## src/rtl/multu_hilo_if.sv

```systemverilog
// Handshake and result bundle between the instruction decoder and the HI/LO multiplier.
// The decoder side is the master; the multiplier is the slave.
interface multu_hilo_if #(parameter int WIDTH = 32);
    logic             start;
    logic             readreq;
    logic [WIDTH-1:0] srca;
    logic [WIDTH-1:0] srcb;
    logic [WIDTH-1:0] hi;
    logic [WIDTH-1:0] lo;
    logic             busy;
    logic             done;
    logic             stall;

    modport master (
        output start, readreq, srca, srcb,
        input  hi, lo, busy, done, stall
    );

    modport slave (
        input  start, readreq, srca, srcb,
        output hi, lo, busy, done, stall
    );
endinterface

```

## src/rtl/multu_hilo_unit.sv

```systemverilog
// Iterative shift-add unsigned multiplier that owns the architectural HI/LO registers.
// One operand bit per cycle; results commit to hi/lo only when the last iteration retires.
module multu_hilo_unit #(
    parameter int WIDTH = 32
) (
    input  logic          clk,
    input  logic          reset,
    multu_hilo_if.slave   bus
);
    localparam int CW = (WIDTH > 1) ? $clog2(WIDTH) : 1;

    typedef enum logic {IDLE, RUN} state_t;

    state_t           state;
    logic [WIDTH-1:0] mcand;
    logic [WIDTH-1:0] mplr;
    logic [WIDTH:0]   acc;
    logic [CW-1:0]    count;
    logic [WIDTH-1:0] hi_q;
    logic [WIDTH-1:0] lo_q;
    logic             busy_q;
    logic             done_q;

    logic [WIDTH:0]   sum;
    logic [2*WIDTH:0] shifted;
    logic             last;

    // acc's carry bit is always cleared by the shift, so adding the full acc equals adding its low half.
    always_comb begin
        sum     = acc + {1'b0, (mplr[0] ? mcand : {WIDTH{1'b0}})};
        shifted = {sum, mplr} >> 1;
        last    = (count == CW'(WIDTH - 1));
    end

    always_ff @(posedge clk) begin
        if (reset) begin
            state  <= IDLE;
            mcand  <= '0;
            mplr   <= '0;
            acc    <= '0;
            count  <= '0;
            hi_q   <= '0;
            lo_q   <= '0;
            busy_q <= 1'b0;
            done_q <= 1'b0;
        end else begin
            done_q <= 1'b0;
            unique case (state)
                IDLE: begin
                    if (bus.start) begin
                        mcand  <= bus.srca;
                        mplr   <= bus.srcb;
                        acc    <= '0;
                        count  <= '0;
                        busy_q <= 1'b1;
                        state  <= RUN;
                    end
                end
                RUN: begin
                    acc   <= shifted[2*WIDTH:WIDTH];
                    mplr  <= shifted[WIDTH-1:0];
                    count <= count + 1'b1;
                    if (last) begin
                        hi_q   <= shifted[2*WIDTH-1:WIDTH];
                        lo_q   <= shifted[WIDTH-1:0];
                        busy_q <= 1'b0;
                        done_q <= 1'b1;
                        state  <= IDLE;
                    end
                end
            endcase
        end
    end

    assign bus.hi    = hi_q;
    assign bus.lo    = lo_q;
    assign bus.busy  = busy_q;
    assign bus.done  = done_q;
    assign bus.stall = busy_q & (bus.start | bus.readreq);
endmodule

```

## src/flat_wrapper.sv

```systemverilog
// flat-port wrapper written by rule: the top's interface ports become plain ports
module multu_hilo_unit_flat 
#(
    parameter int WIDTH = 32
)
  (clk, reset, bus_start, bus_readreq, bus_srca, bus_srcb, bus_hi, bus_lo, bus_busy, bus_done, bus_stall);
  multu_hilo_if #(.WIDTH(WIDTH)) bus_i ();
  input  logic clk;
  input  logic reset;
  input wire logic [$bits(bus_i.start)-1:0] bus_start;
  input wire logic [$bits(bus_i.readreq)-1:0] bus_readreq;
  input wire logic [$bits(bus_i.srca)-1:0] bus_srca;
  input wire logic [$bits(bus_i.srcb)-1:0] bus_srcb;
  output wire logic [$bits(bus_i.hi)-1:0] bus_hi;
  output wire logic [$bits(bus_i.lo)-1:0] bus_lo;
  output wire logic [$bits(bus_i.busy)-1:0] bus_busy;
  output wire logic [$bits(bus_i.done)-1:0] bus_done;
  output wire logic [$bits(bus_i.stall)-1:0] bus_stall;
  assign bus_i.start = bus_start;
  assign bus_i.readreq = bus_readreq;
  assign bus_i.srca = bus_srca;
  assign bus_i.srcb = bus_srcb;
  assign bus_hi = bus_i.hi;
  assign bus_lo = bus_i.lo;
  assign bus_busy = bus_i.busy;
  assign bus_done = bus_i.done;
  assign bus_stall = bus_i.stall;
  multu_hilo_unit #(.WIDTH(WIDTH)) u_core (.clk(clk), .reset(reset), .bus(bus_i));
endmodule
```

## config.mk

```make
export PLATFORM = sky130hd
export DESIGN_NAME = multu_hilo_unit_flat
export DESIGN_NICKNAME = d
export VERILOG_FILES = /design/src/rtl/multu_hilo_if.sv /design/src/rtl/multu_hilo_unit.sv /design/src/flat_wrapper.sv
export SDC_FILE = /design/constraint.sdc
export NUM_CORES = 1
export LEC_CHECK = 0
export ABC_AREA = 1
export BUFFER_PORTS_ARGS = -buffer_cell sky130_fd_sc_hd__buf_4
export CAP_MARGIN = 10
export CELL_PAD_IN_SITES_DETAIL_PLACEMENT = 2
export CELL_PAD_IN_SITES_GLOBAL_PLACEMENT = 2
export CORE_ASPECT_RATIO = 1.5
export CORE_UTILIZATION = 28
export DETAILED_ROUTE_END_ITERATION = 10
export PLACE_DENSITY = 0.78
export SLEW_MARGIN = 10
export SYNTH_ARGS = -nofsm -noshare
export SYNTH_HDL_FRONTEND = slang
export SYNTH_SLANG_ARGS = --single-unit
export TNS_END_PERCENT = 20
```

## constraint.sdc

```tcl
create_clock -name clk -period 2.1 [get_ports clk]
set_input_delay 0.105 -clock clk [delete_from_list [all_inputs] [get_ports clk]]
set_output_delay 0.105 -clock clk [all_outputs]
set_load 0.02 [all_outputs]
```

==> metrics.md, run 1 <==
| Metric | Value |
|---|---|
| Status | complete, but fails checks |
| Failing checks | negative setup slack |
| Slew headroom | 0.399 |
| Post-synth EDFFs | 0 |
| Crit path kind | reg -> reg |
| Highest clock rate | 423 MHz |
| Combinational Power Share | 0.119 |
| FF+latch area | 3370 um2 |
| Synthesized area | 8640 um2 |
| First-pass iteration count of the detailed router | 4 |
| P_int | 5.40 mW |
| Critical path buffer and inverter count | 2 |
| Ys async rst share | 0 |
| Setup Skew | 0.0163 ns |
| Core area | 30400 um2 |
| Sequential area share after synthesis | 0.389 |
| Power per cell area | 541 nW/um2 |
| Clock Tree Root | clkbuf_16 |
| CP max stage cell | fa_2 |
| WL/cell | 23.4 um |
| Area growth, synth to finish | 58.9% |
| 1st-iter DRT viols | 294 |
| Largest stage delay on the critical path | 0.41 ns |
| Worst vdd ir | 0.532 mV |
| Non-filler cells, final | 1985 |
| Routed vias/inst | 5.04 |
| Clock slew at reported path FFs | 0.08 ns |
| Gr usage total | 0.251 |
| Row Count | 78 |
| DR vias | 10000 |
| CTS Buffer Depth | 2 |
| Syn Area/Cell | 6.58 um2 |
| Final worst path period need | 2.36 ns |
| # diodes | 0 |
| Wire length of the first global-routing pass | 60.9 mm |
| Global route overflow | 0 |
| Worst-Margin Slew | 0.900 ns |
| I/O pins | 135 |
| Slew Viols, Final | 0 |
| Worst-path cell chain | nand2_2 -> inv_1 -> ha_4 -> fa_2 -> buf_6 -> nand2_2 -> nand3_4 -> nand2_2 -> nand2_4 -> nand2_4 -> nand2_2 -> nand2_2 -> nand3_2 -> a21oi_1 |
| Seq pwr share | 0.453 |
| Tot Pwr | 7.43 mW |
| CTS buffer count | 17 |
| Clk sinks | 168 |
| Power share of the clock group | 0.428 |
| Multi-input gate area | 5950 um2 |
| Die width | 145 um |
| Yosys warns | 0 |
| Synth area leaders | dfxtp_1 (39%), nand2_1 (20%), inv_1 (8.9%), ha_1 (4.9%), nor2_1 (4.9%) |
| Worst EP arrival | 2.72 ns |
| Drt drc | 0 |
| Post-route setup slack | -0.262 ns |
| Top-area cell type share of the netlist area | 0.389 |
| Cell accounting for the most synthesized area | dfxtp_1 |
| Synth unique cells | 35 |
| Fin crit share | 1.12 |
| Startpoint Class | flop |
| FF+latch count, synth | 168 |
| Top delay family on crit path | simple AND/OR/NAND/NOR gates |
| Crit end category | flop |
| Hold Vio Cnt, Final | 0 |
| Initial Util | 0.285 |
| CTS tree | done |
| P_leak | 7.08 nW |
| Final wirelength | 46.5 mm |
| Cells after Synth | 1314 |
| Antenna viol nets, final | 0 |
| Die area | 31600 um2 |
| # fillers | 3372 |
| Total negative slack | -4.17 ns |
| Most common flop cell mapped by yosys | dfxtp_1 |
| Critical Path Fanout Max | 5 |
| Max_cap viols | 0 |
| DP HPWL | 25.2 mm |
| Initial antenna violation count | 0 |
| Post-Place Cells | 1879 |
| Syn nets | 1417 |
| Hold WC Path Type | in -> reg |
| Vert. Die Dim | 217 um |
| Unrepaired setup endpoints after global routing | yes |
| Nets | 1678 |
| Commonest cells in the netlist | nand2_1 (457), inv_1 (206), dfxtp_1 (168) |
| Clk Latency, worst-skew pair | 0.47 ns |
| Largest net degree at the start of global routing | 65 |
| Port buffer count | 134 |
| Switching share of total power | 0.273 |
| Fraction of layout cells with a size suffix above 1 | 0.384 |
| Sw power | 2.03 mW |
| Routability congestion estimate | 0.828 |
| Most frequent CP cell | nand2_2 |
| Final setup viols | 45 |
| Count leader, synth | nand2_1 |
| Vias in the first global route | 11300 |
| H-tree levels | 4 |
| WP data required | 2.46 ns |
## layout by cell type (no fill, tap or decap), types with 31 or more instances in the layout
| master | count |
|---|---|
| dfxtp_1 | 166 |
| dlygate4sd3_1 | 65 |
| nor2_1 | 82 |
| a21oi_1 | 37 |
| nand2_2 | 98 |
| nand2_4 | 60 |
| inv_2 | 51 |
| inv_1 | 148 |
| nand3_1 | 48 |
| nand2_1 | 305 |
| o21ai_0 | 60 |
| ha_4 | 31 |
| buf_4 | 201 |
## worst min-delay path: cells and delay by family
kind                   cells  cell delay, ns
buffers and inverters      2            0.15
and+or+nand+nor            4            0.21
## stage by stage
stage / utilization / worst slack [ns] / area, um2 / hold WS, ns
finish: 0.453 / -0.262 / 13700 / 0.0653
CTS: 0.414 / -0.0181 / 12600 / 0.0623
global placement: 0.351 / -0.186 / 10700 / 0.328
global route: 0.453 / -0.332 / 13700 / 0.113
floorplan: - / 0.0226 / 8650 / 0.240
detailed placement: 0.351 / -0.263 / 10700 / 0.336
## layout make-up
cell class	instances	area share
multi-input cells	886	0.433
flip-flops and latches	168	0.245
repair buffers	292	0.185
inverters	210	0.0594
well taps	400	0.0364
clock buffers	22	0.0353
clock inverters	7	0.00519
## cell families after synthesis
logic type                 count (synthesis)  synth area share
and+or+nand+nor                          673             0.315
buffers and inverters                    260             0.116
DFF                                      168             0.389
xor gates and xnor gates                  14            0.0151
AOI/OAI and AO/OA                        164             0.114
adders and majority gates                 35            0.0515
## flip-flops by register name, indices dropped and copies added (netlist names)
signal	count
u_core.bus.done	1
u_core.count	5
u_core.bus.busy	1
u_core.bus.lo	32
u_core.state	1
u_core.mcand	32
u_core.mplr	32
u_core.acc	32
u_core.bus.hi	32
## power by group through the flow
stage | logic [mW] | clock network (mW) | registers [mW]
3_3_place_gp | 0.618 | 0 | 3.41
3_5_place_dp | 0.641 | 0 | 3.41
4_1_cts | 0.784 | 3.17 | 3.35
6_report | 0.884 | 3.18 | 3.36
2_1_floorplan | 0.337 | 0 | 3.39
5_1_grt | 0.947 | 3.33 | 3.37
## per-layer routing
metal  wire (um)  global-route usage  share of wire  vias up
met5           0                   0              0        -
met4        2440               0.141          0.053        0
met3        1760              0.0516          0.038      135
met2       25100               0.489           0.54      261
met1       17200               0.242           0.37     5018
li1            -                   -              -     4589
## final timing paths
path | end | cells after the start | slack (ns) | start
max | u_core.acc[21] | 14 | -0.26 | u_core.mplr[0]
min | u_core.mplr[28] | 6 | 0.07 | bus_start
max reg2reg | u_core.acc[21] | 14 | -0.26 | u_core.mplr[0]
min reg2reg | u_core.bus.hi[21] | 2 | 0.45 | u_core.bus.hi[21]
## timing repair
item	in CTS	in global routing
resized for setup	148	322
hold endpoints to repair	70	0
setup buffers	1	10
pin swaps	32	126
endpoints found under the setup margin	52	74
cloned	1	0
hold buffers	65	0
Note: power is estimated with default switching activity, not from simulation.
==> run 2: changes to the inputs <==
Settings changed: CORE_UTILIZATION 28 to 31, PLACE_DENSITY 0.78 to 0.82, RECOVER_POWER set to 25.
Clock period 2.1 ns to 2.4 ns, I/O delays scaled along.
==> run 2 against run 1 <==
The flow finishes with violations (design-rule violations). Combinational power shrank 27%. Non-clock buffer count shrank 73. Clock-buffer cell count shrank 3. Via count shrank 7.3%. Clock power shrank 9.1%. Flip-flop and latch count is the same. Routed wire length shrank 21%. Sequential power shrank 13%. Die area shrank 9.6%. Sequential share of layout area grew 5.3 points. Setup slack gained 0.35 ns. Critical endpoint is now u_core.acc[14]. Highest routed layer unchanged.
==> metrics.md, run 2 (same netlist as run 1, synthesis figures left out) <==
| Metric | Value |
|---|---|
| First-pass iteration count of the detailed router | 9 |
| Setup Skew | 0.0131 ns |
| Most common cell after layout, fill and taps aside | nand2_1 |
| Row Count | 74 |
| Routed vias/inst | 4.99 |
| Setup crit start | u_core.mplr[0] |
| Startpoint Class | flop |
| Final instance area | 11300 um2 |
| Drt drc | 10 |
| Clk sinks | 168 |
| Fin crit share | 0.962 |
| Switching share of total power | 0.267 |
| Hold Vio Cnt, Final | 0 |
| # fillers | 3258 |
| Vert. Die Dim | 207 um |
| Power share of the clock group | 0.447 |
| Most frequent CP cell | nand2_1 |
| Critical Path Fanout Max | 21 |
| Reg2reg end | u_core.acc[14] |
| Seq pwr share | 0.453 |
| Worst-case reg-to-reg path depth | 14 |
| WL/cell | 19.7 um |
| Nets | 1605 |
| Worst EP arrival | 2.70 ns |
| Worst slack, placed | -0.0243 ns |
| Hold WC Path Type | in -> reg |
| Highest clock rate | 433 MHz |
| Wire length of the first global-routing pass | 57.1 mm |
| Unrepaired setup endpoints after global routing | yes |
| CP max stage cell | ha_1 |
| Worst-path cell chain | buf_12 -> nand2_1 -> inv_1 -> ha_1 -> nand2_1 -> nor2_2 -> nand2_1 -> nand2_1 -> nand2_1 -> nand2_2 -> buf_4 -> xor2_2 -> nand2_1 -> a21oi_1 |
| Worst r2r src | u_core.mplr[0] |
| Worst-Margin Slew | 0.939 ns |
| Hold_ws | 0.00436 ns |
| Post-route setup slack | 0.0915 ns |
| Total negative slack | 0 ns |
| Global route overflow | 0 |
| I/O pins | 135 |
| Area growth, synth to finish | 30.5% |
| 1st-iter DRT viols | 277 |
| Commonest non-fill, non-tap cells in the layout | nand2_1 (451), inv_1 (205), dfxtp_1 (166), nor2_1 (106), buf_4 (97) |
| Power per cell area | 573 nW/um2 |
| Initial antenna violation count | 0 |
| CTS buffer count | 17 |
| Gr usage total | 0.263 |
| Final wirelength | 36.6 mm |
| Slew Viols, Final | 0 |
| Placed Area | 10100 um2 |
| H-tree levels | 4 |
| Routability congestion estimate | 0.885 |
| WP data required | 2.79 ns |
| Die width | 138 um |
| Antenna viol nets, final | 0 |
| Clock slew at reported path FFs | 0.07 ns |
| CTS Buffer Depth | 2 |
| Status | complete, but fails checks |
| P_int | 4.73 mW |
| Largest stage delay on the critical path | 0.37 ns |
| Slew headroom | 0.373 |
| Port buffer count | 134 |
| Clock Tree Root | clkbuf_16 |
| CTS tree | done |
| Flop2flop setup slack | 0.09 ns |
| Fraction of layout cells with a size suffix above 1 | 0.129 |
| Worst vdd ir | 0.548 mV |
| Die area | 28600 um2 |
| Core area | 27300 um2 |
| Vias in the first global route | 10500 |
| Combinational Power Share | 0.100 |
| P_leak | 5.73 nW |
| Largest net degree at the start of global routing | 65 |
| Crit end category | flop |
| Initial Util | 0.316 |
| Critical Path End | u_core.acc[14] |
| # diodes | 0 |
| Failing checks | design-rule violations |
| Sw power | 1.73 mW |
| DP HPWL | 24.1 mm |
| Final setup viols | 0 |
| Max_cap viols | 0 |
| Fin util | 0.413 |
| Clk Latency, worst-skew pair | 0.47 ns |
| Crit path kind | reg -> reg |
| DR vias | 9271 |
| Final worst path period need | 2.31 ns |
run 2: cell types whose count changed in the layout (fill, tap and decap cells not counted), moves of 56 or more:
| cell | previous run | this run |
|---|---|---|
| nand2_4 | 60 | 1 |
| inv_1 | 148 | 205 |
| nand2_1 | 305 | 451 |
| buf_4 | 201 | 97 |
| clkbuf_1 | 1 | 57 |
| nand2_2 | 98 | 12 |
run 2: critical path, delay by kind of cell (launching register included):
kind / cells / cell delay (ns)
simple gates: 8 / 0.87
fa+ha+maj: 1 / 0.37
buf+inv: 3 / 0.35
flops: 1 / 0.34
xor+xnor: 1 / 0.17
compound gates: 1 / 0.13
run 2: layout make-up:
type	instances	area (um2)	area share
multi-input combinational	886	4470	0.396
clock buffer	19	453	0.0402
sequential	168	3370	0.298
clock inverter	13	145	0.0129
tap	342	428	0.0379
timing repair buffer	219	1630	0.145
inverter	210	788	0.0699
run 2: repair_timing:
action,in CTS,in global routing
buffers inserted,0,3
endpoints found under the hold margin,63,0
resized for setup,3,38
pin swaps,0,4
setup endpoints to repair,8,37
hold buffers,61,0
run 2: how the worst min path moves through the flow:
stage | startpoint | to | slack [ns] | cells past startpoint
4_1_cts | bus_srcb[31] | u_core.mplr[31] | 0.01 | 5
6_report | bus_srcb[30] | u_core.mplr[30] | 0.004 | 5
5_1_grt | bus_srcb[30] | u_core.mplr[30] | 0.03 | 5
3_5_place_dp | bus_srca[11] | u_core.mcand[11] | 0.35 | 3
2_1_floorplan | bus_srca[10] | u_core.mcand[10] | 0.25 | 2
3_3_place_gp | bus_srca[29] | u_core.mcand[29] | 0.35 | 3
run 2: per-stage QoR:
step | power (mW) | cells
final | 6.46 | 1857
after global routing | 6.70 | 1857
after CTS | 6.50 | 1854
after detailed placement | 3.52 | 1761
after global placement | 3.50 | 1761
after floorplan | 3.26 | 1314
run 2: power by group through the flow:
stage / Combinational [mW] / Clock [mW] / Sequential, mW
6_report: 0.646 / 2.89 / 2.93
5_1_grt: 0.706 / 3.06 / 2.93
4_1_cts: 0.628 / 2.95 / 2.92
3_5_place_dp: 0.535 / 0 / 2.99
3_3_place_gp: 0.515 / 0 / 2.98
2_1_floorplan: 0.295 / 0 / 2.96
run 2: per-layer routing:
layer | GRT usage | share of wire | vias to the layer above
li1 | - | - | 4449
met1 | 0.253 | 0.37 | 4563
met2 | 0.542 | 0.56 | 190
met3 | 0.0443 | 0.035 | 69
met4 | 0.116 | 0.036 | 0
met5 | 0 | 0 | -
